==> src/rtl/alu_pkg.sv <==
// Shared definitions for the ALU issue controller: op codes, FSM states
// and op-code legality helper.
package alu_pkg;

    // ALU op codes as seen on in_op / alu_select
    localparam logic [3:0] OP_ADD  = 4'd0;
    localparam logic [3:0] OP_SUB  = 4'd1;
    localparam logic [3:0] OP_AND  = 4'd2;
    localparam logic [3:0] OP_OR   = 4'd3;
    localparam logic [3:0] OP_XOR  = 4'd4;
    localparam logic [3:0] OP_NOT  = 4'd5;
    localparam logic [3:0] OP_SLA  = 4'd6;
    localparam logic [3:0] OP_SRA  = 4'd7;
    localparam logic [3:0] OP_SRL  = 4'd8;
    localparam logic [3:0] OP_LAST = 4'd8;

    // Sequencer states
    typedef enum logic [1:0] {
        ST_IDLE = 2'd0,
        ST_EXEC = 2'd1,
        ST_DONE = 2'd2
    } state_e;

    // Op codes above OP_LAST have no ALU function behind them
    function automatic logic is_legal_op(input logic [3:0] op);
        logic legal;
        if (op <= OP_LAST) begin
            legal = 1'b1;
        end else begin
            legal = 1'b0;
        end
        return legal;
    endfunction

endpackage

==> src/rtl/alu_issue_ctrl_imm_extend.sv <==
// Immediate extension for the second ALU operand. Logical ops see the
// immediate zero-extended, shifts only use the low five bits as a shift
// amount, everything else (arithmetic and unknown ops) is sign-extended.
module imm_extend
    import alu_pkg::*;
#(
    parameter int WIDTH = 32
) (
    input  logic [3:0]       op,
    input  logic [15:0]      imm,
    output logic [WIDTH-1:0] ext
);

    // Select the extension flavour from the op code
    always_comb begin
        ext = '0;
        case (op)
            OP_AND, OP_OR, OP_XOR: begin
                ext = WIDTH'(imm);
            end
            OP_SLA, OP_SRA, OP_SRL: begin
                ext = WIDTH'(imm[4:0]);
            end
            default: begin
                ext = WIDTH'($signed(imm));
            end
        endcase
    end

endmodule

==> src/rtl/alu_issue_ctrl.sv <==
// Multi-cycle execute sequencer wrapped around an external combinational
// ALU. Accepts one instruction in IDLE, holds the ALU inputs for
// EXEC_CYCLES cycles, captures the result with zero/negative flags and
// presents it to writeback until it is taken.
module alu_issue_ctrl
    import alu_pkg::*;
#(
    parameter int WIDTH       = 32,
    parameter int EXEC_CYCLES = 1
) (
    input  logic             clk,
    input  logic             rst_n,
    input  logic             in_valid,
    output logic             in_ready,
    input  logic [3:0]       in_op,
    input  logic [WIDTH-1:0] in_rs,
    input  logic [WIDTH-1:0] in_rt,
    input  logic [15:0]      in_imm,
    input  logic             in_use_imm,
    input  logic [4:0]       in_dest,
    output logic [WIDTH-1:0] alu_in1,
    output logic [WIDTH-1:0] alu_in2,
    output logic [3:0]       alu_select,
    input  logic [WIDTH-1:0] alu_out,
    output logic             out_valid,
    input  logic             out_ready,
    output logic [WIDTH-1:0] out_result,
    output logic [4:0]       out_dest,
    output logic             out_zero,
    output logic             out_neg,
    output logic             out_illegal
);

    // The counter counts down to zero; the capture happens on the edge
    // where it reads zero, so it is loaded with EXEC_CYCLES-1.
    localparam logic [3:0] CNT_LOAD = 4'(EXEC_CYCLES - 1);

    state_e           state_r;
    logic [3:0]       cnt_r;
    logic [4:0]       dest_r;
    logic [WIDTH-1:0] ext_s;
    logic [WIDTH-1:0] opnd2_s;
    logic [WIDTH-1:0] result_s;
    logic             illegal_s;
    logic             zero_s;
    logic             neg_s;

    imm_extend #(
        .WIDTH (WIDTH)
    ) u_imm_extend (
        .op  (in_op),
        .imm (in_imm),
        .ext (ext_s)
    );

    // Ready is a plain decode of the state register
    assign in_ready = (state_r == ST_IDLE);

    // Second operand comes from the immediate or from rt
    always_comb begin
        opnd2_s = in_rt;
        if (in_use_imm) begin
            opnd2_s = ext_s;
        end else begin
            opnd2_s = in_rt;
        end
    end

    // Value and flags to capture: illegal ops force a zero result
    always_comb begin
        illegal_s = !is_legal_op(alu_select);
        result_s  = '0;
        if (illegal_s) begin
            result_s = '0;
        end else begin
            result_s = alu_out;
        end
        zero_s = (result_s == '0);
        neg_s  = result_s[WIDTH-1];
    end

    // Sequencer FSM with all outputs registered
    always_ff @(posedge clk) begin
        if (!rst_n) begin
            state_r     <= ST_IDLE;
            cnt_r       <= 4'd0;
            dest_r      <= 5'd0;
            alu_in1     <= '0;
            alu_in2     <= '0;
            alu_select  <= 4'd0;
            out_valid   <= 1'b0;
            out_result  <= '0;
            out_dest    <= 5'd0;
            out_zero    <= 1'b0;
            out_neg     <= 1'b0;
            out_illegal <= 1'b0;
        end else begin
            case (state_r)
                ST_IDLE: begin
                    if (in_valid) begin
                        alu_in1    <= in_rs;
                        alu_in2    <= opnd2_s;
                        alu_select <= in_op;
                        dest_r     <= in_dest;
                        cnt_r      <= CNT_LOAD;
                        state_r    <= ST_EXEC;
                    end else begin
                        state_r    <= ST_IDLE;
                    end
                end
                ST_EXEC: begin
                    if (cnt_r == 4'd0) begin
                        out_result  <= result_s;
                        out_dest    <= dest_r;
                        out_zero    <= zero_s;
                        out_neg     <= neg_s;
                        out_illegal <= illegal_s;
                        out_valid   <= 1'b1;
                        state_r     <= ST_DONE;
                    end else begin
                        cnt_r       <= cnt_r - 4'd1;
                    end
                end
                ST_DONE: begin
                    if (out_ready) begin
                        out_valid <= 1'b0;
                        state_r   <= ST_IDLE;
                    end else begin
                        state_r   <= ST_DONE;
                    end
                end
                default: begin
                    out_valid <= 1'b0;
                    state_r   <= ST_IDLE;
                end
            endcase
        end
    end

endmodule

==> config.mk <==
export PLATFORM = sky130hd
export DESIGN_NAME = alu_issue_ctrl
export DESIGN_NICKNAME = d
export VERILOG_FILES = /design/src/rtl/alu_pkg.sv /design/src/rtl/alu_issue_ctrl_imm_extend.sv /design/src/rtl/alu_issue_ctrl.sv
export SDC_FILE = /design/constraint.sdc
export NUM_CORES = 1
export LEC_CHECK = 0
export ABC_AREA = 1
export BUFFER_PORTS_ARGS = -buffer_cell sky130_fd_sc_hd__buf_4
export CORE_MARGIN = 3
export CORE_UTILIZATION = 45
export DETAILED_ROUTE_END_ITERATION = 12
export HOLD_SLACK_MARGIN = 0.03
export PLACE_DENSITY = 0.78
export SYNTH_ARGS = -nofsm -noshare
export SYNTH_HDL_FRONTEND = slang
export SYNTH_HIERARCHICAL = 1
export SYNTH_SLANG_ARGS = --single-unit
==> constraint.sdc <==
create_clock -name clk -period 3.17 [get_ports clk]
set_input_delay 0.4755 -clock clk [delete_from_list [all_inputs] [get_ports clk]]
set_output_delay 0.4755 -clock clk [all_outputs]
set_load 0.02 [all_outputs]
## Yosys cells after proc, flatten, opt, wreduce, memory -nomap -nowiden

Cells that the tools add are included.

| word-level totals | value |
|---|---|
| memory bits (writable) | 0 |
| input port bits | 126 |
| memory bits (read-only) | 0 |
| flip-flop bits (word level) | 120 |
| latch bits | 0 |
| word-level logic and storage cells | 52 |
| memories | 0 |

| cells by class | value |
|---|---|
| magnitude comparators | 1 |
| shifts and indexed selects | 0 |
| reduce and logical (&&, ||, !) cells | 11 |
| divide/modulo/power cells | 0 |
| mux-type cells | 14 |
| multiply operators | 0 |
| eq/ne operators | 12 |
| $add $sub $neg | 1 |
| bitwise logic cells | 1 |

Operator list:

| operator | number |
|---|---|
| $mux 32 | 2 |
| $pmux 32 s2 | 1 |
| $logic_not 32->1 | 1 |
| $eq 4x3->1 const B | 3 |
| $eq 4x2->1 const B | 2 |
| $mux 4 | 2 |
| $ne 2x2->1 const B | 4 |
| $pmux 4 s2 | 1 |
| $pmux 2 s3 | 1 |
| $reduce_and 3->1 | 2 |
| $reduce_or 3->1 | 2 |
| $eq 4x4->1 const B | 1 |
| $le 4x4->1 const B | 1 |
| $logic_not 4->1 | 1 |
| $mux 1 | 4 |
| $mux 2 | 2 |
| $reduce_and 2->1 | 2 |
| $sub 4x1->4 const B | 1 |
| $pmux 1 s3 | 1 |
| $eq 2x1->1 const B | 1 |
| $eq 2x2->1 const B | 1 |
| $logic_not 2->1 | 1 |
| $reduce_bool 2->1 | 1 |
| $logic_not 1->1 | 1 |
| $not 1->1 | 1 |

## Depth between registers and ports, before layout

| logic depth | value |
|---|---|
| word-level depth | 4 |
| mapped depth | 11 |
| depth with buffers taken out | 10 |

## By module

The synthesis kept the hierarchy.

Modules (own cells, without submodules):

| module | instances | seq. area each (sq um) | cells each | area an instance (sq um) |
|---|---|---|---|---|
| alu_issue_ctrl | 1 | 2,382.3 | 636 | 4,740.8 |
| imm_extend | 1 | 0.0 | 53 | 290.3 |

## Worst setup path after synthesis

Ideal clock, no wire load.

| timing | value |
|---|---|
| path type | input -> register |
| start point | input port in_op[3] |
| end point | register alu_in2[17] |
| arrival | 1.675 ns |
| path buffers | 1 |
| cell stages on the path | 7 |
| data required time | 3.100 ns |
| path slack | 1.425 ns |
| path through | inv_1 > nand3_1 > nand3_1 > nor2_1 > buf_4 > a21oi_1 > a21oi_1 |

| between the ends | value |
|---|---|
| word-level cells in the longest chain between the ends | 4 |
| elaborated cells on any way between the ends | 10 |
| classes of those cells | 6 x eq/ne; 2 x mux; 2 x reduce/logical |

RTL lines:

| element | line | text |
|---|---|---|
| start, declared | alu_issue_ctrl.sv:15 | `input logic [3:0] in_op,` |
| $eq 4x3->1 (tied with other cells) | alu_issue_ctrl_imm_extend.sv:17 | `case (op)` |
| $reduce_or 3->1 | alu_issue_ctrl_imm_extend.sv:17 |  |
| $pmux 32 s2 (*) | alu_issue_ctrl_imm_extend.sv:17 |  |
| net ext_s[17] | alu_issue_ctrl.sv:41 | `logic [WIDTH-1:0] ext_s;` |
| $mux 32 (*) | alu_issue_ctrl.sv:62 | `if (in_use_imm) begin` |
| end signal, assigned | alu_issue_ctrl.sv:102 | `alu_in2 <= opnd2_s;` |
| end, declared | alu_issue_ctrl.sv:22 | `output logic [WIDTH-1:0] alu_in2,` |

Mark *: on every way through the listed nets, which the timed path passes. The rest lies on a longest branch.
A chain may end at the register's enable or synchronous reset.

## Worst setup path after layout

| timing | value |
|---|---|
| start point | register cnt_r[0] |
| end point | register out_result[1] |

| between the ends | value |
|---|---|
| word-level cells in the longest chain between the ends | 2 |

RTL lines:

| element | line | text |
|---|---|---|
| start, declared | alu_issue_ctrl.sv:39 | `logic [3:0] cnt_r;` |
| start signal, assigned | alu_issue_ctrl.sv:121 | `cnt_r <= cnt_r - 4'd1;` |
| $logic_not 4->1 | alu_issue_ctrl.sv:112 | `if (cnt_r == 4'd0) begin` |
| $reduce_and 2->1 (no line) | - |  |
| end signal, assigned | alu_issue_ctrl.sv:113 | `out_result <= result_s;` |
| end, declared | alu_issue_ctrl.sv:27 | `output logic [WIDTH-1:0] out_result,` |

Every way passes these cells.

==> summary.txt <==
Routing
  – Vias/cell: between 5 and 6
  – Routed Antenna Nets: 0
  – Via count: 5207
  – Routed wire length: roughly 15 mm
  – DR iter-0 viols: approximately 510
  – Wire length per cell: 14.7 microns
  – Drt pass-1 iters: 5
  – DR DRC count: 0

Placed design
  – Gpl congestion: ~0.94
  – Placed Area: around 0.0066 sq mm
  – Port bufs: 235
  – Placed instance count: 998
  – Hpwl dp: ~11 mm
  – Place WS: 1.06 ns

Cells and area
  – Antenna cells: 0
  – Synth-to-Final Area Change: 42.8%
  – Final nets: 1008
  – Post-route insts no fill: 1030
  – Share of cells above drive strength 1: 31.7%
  – Post-route cell area: 0.00718 sq mm
  – FILL cells: 895

Synthesis
  – Synth top area cells: dfxtp_1 (47%), nor2_1 (13%), o21ai_0 (12%)
  – Seq cells post-synth: approximately 120
  – Cells after synthesis: 689
  – Fraction of registers with async set/reset: 0%
  – Yosys warns: 6
  – Top cell type's share of synthesized area: 47.4%
  – Number of synthesized flops with an enable pin: 0
  – Leading area contributor after synthesis: dfxtp_1
  – Synth unique cells: 26
  – Post-Synthesis Cell Area: ~0.0050 sq mm
  – Most common cell in the netlist: nor2_1
  – Syn Area/Cell: 7.30 sq um
  – Top_reg_cell synth: dfxtp_1
  – Syn_nets: between 800 and 900
  – Register area share after synthesis: 47.4%
  – Synth cell count leaders: nor2_1 (178), dfxtp_1 (119), o21ai_0 (119), a21oi_1 (102), inv_1 (53)

Clocking
  – CTS sink cnt: 119
  – CTS tree: built
  – CTS root buffer: clkbuf_8
  – Max Root-Sink Buffers: 2
  – Cts repair resizes: 0
  – H-tree depth: 4
  – Post-CTS Setup Inserts: 0
  – Reg clk slew, reported paths: 0.06 ns
  – Hold Buf Count CTS: 0
  – Insertion delay to the later sink of the worst-skew pair: 0.51 ns
  – Inserted Clock Buffers: 17

Global routing
  – GRT Residual Overflow: 0
  – Initial antenna violation count: 0
  – Largest net degree at the start of global routing: 94
  – All-Layer GR Usage: 23.0%
  – Vias in the first global route: 4937
  – First-pass GRT wire length: between 20 and 25 mm

Timing
  – Period utilization: 66.1%
  – Fin Setup TNS: 0 ns
  – Fmax: 477 MHz
  – Worst slew pin tran: 1.05 ns
  – Slack of the critical path: 1.07 ns
  – Fin. Hold Viols: 0
  – Hold WS: 0.218 ns
  – Slew HR: between 20 and 30%
  – Tmin final: approximately 2.1 ns
  – # setup viols final: 0
  – Count of pins over their slew limit: 0
  – RSZ-0062 raised after global routing: no
  – Clock Skews: 0.0142 ns

Floorplan
  – Die Outline Area: 0.0125 sq mm
  – Horiz. Die Dim: between 100 and 150 microns
  – FP Rows: 37
  – Core ar.: roughly 0.011 sq mm
  – Initial Util: 47.5%
  – I/O pins: 236
  – Die Ht: 112 microns

Min path
  – Min-delay worst type: in -> reg

Power
  – Max VDD drop: slightly above 0.3 mV
  – Pwr per Cell Area: 678 mW/mm^2
  – LEAKAGE: 3.52 nW

Critical path
  – CP Capture Type: flip-flop
  – CP arrival: 2.54 ns
  – Setup CP Type: reg -> reg
  – Critical Path Start Type: flip-flop
  – Critical Path RT: 3.61 ns
  – Largest fanout on the critical path: 38

Outcome
  – Outcome: completed

Job
  – Max-Cap Viols: 0
==> worst max-delay path, stage by stage (launching register included) <==
cell and delay, ns:
dfxtp_1 0.31, inv_1 0.10, ha_1 0.23, nand3_2 0.44
inv_2 0.62, o21ai_0 0.18, nor2_1 0.15
==> state kept, by name, indices dropped and copies added (netlist names) <==
name	cells
alu_in1	32
alu_in2	32
alu_select	4
cnt_r	4
dest_r	5
out_dest	5
out_illegal	1
out_result	32
out_valid	1
out_zero	1
state_r	2
==> worst paths after layout <==
| check | start | endpoint | slack, ns | cells past startpoint |
|---|---|---|---|---|
| worst max-delay path | cnt_r[0] | out_result[1] | 1.07 | 6 |
| worst min-delay path | in_rs[0] | alu_in1[0] | 0.22 | 3 |
| worst max register to register | cnt_r[0] | out_result[1] | 1.07 | 6 |
| worst min register to register | out_illegal | out_illegal | 0.47 | 2 |
==> cell families after synthesis <==
logic type / after synthesis / share of synthesized area, %
adder cells (fa/ha/maj): 1 / 0.249
XOR/XNOR: 1 / 0.174
buffers and inverters: 124 / 12.3
flip-flops: 119 / 47.4
AO/OA/AOI/OAI: 231 / 23.2
AND/OR/NAND/NOR: 213 / 16.8
==> metrics by stage <==
step           power, mW  util, %
6_report            4.87     67.8
5_1_grt             5.11     67.8
4_1_cts             4.91     67.8
3_5_place_dp        3.06     62.4
3_3_place_gp        3.03     62.4
2_1_floorplan       2.57        -
==> power by group <==
group          internal (mW)  switching, mW
sequential              1.70          0.121
combinational          0.498          0.719
clock                   1.12          0.709
==> routing by layer <==
layer | vias to the layer above | GRT usage (%) | part of all wire (%) | wire [microns]
li1 | 2603 | - | - | -
met5 | - | 0 | 0 | 0
met3 | 12 | 8.86 | 10 | 1500
met2 | 240 | 40.0 | 49 | 7430
met4 | 0 | 6.97 | 0.90 | 136
met1 | 2352 | 26.0 | 40 | 6040
==> final cells by class <==
class	count	area, sq um	area share, %
clock buffers	18	418	5.82
inverters	56	210	2.93
well taps	136	170	2.37
repair buffers	241	1820	25.4
multi-input cells	446	2030	28.3
clock inverters	14	150	2.09
flip-flops and latches	119	2380	33.2
==> cells in the final DEF (no fill, tap or decap) <==
master	count
buf_12	1
clkinv_2	3
buf_4	240
inv_2	3
a21oi_1	102
xor2_1	1
nor2_2	2
inv_6	4
bufinv_16	2
nor2_4	1
and3_1	1
nand3_1	7
nor3_1	2
nand2_2	2
o31ai_1	1
clkinv_4	2
o21ai_0	119
nand2_1	18
nor2_1	178
inv_1	53
ha_1	1
nand2_4	1
o21ai_1	7
nand3_2	1
clkbuf_8	1
clkbuf_16	16
dfxtp_1	119
clkinvlp_4	3
a211oi_1	1
clkbuf_1	1
a21oi_2	1
(Power assumes the default switching activity.)
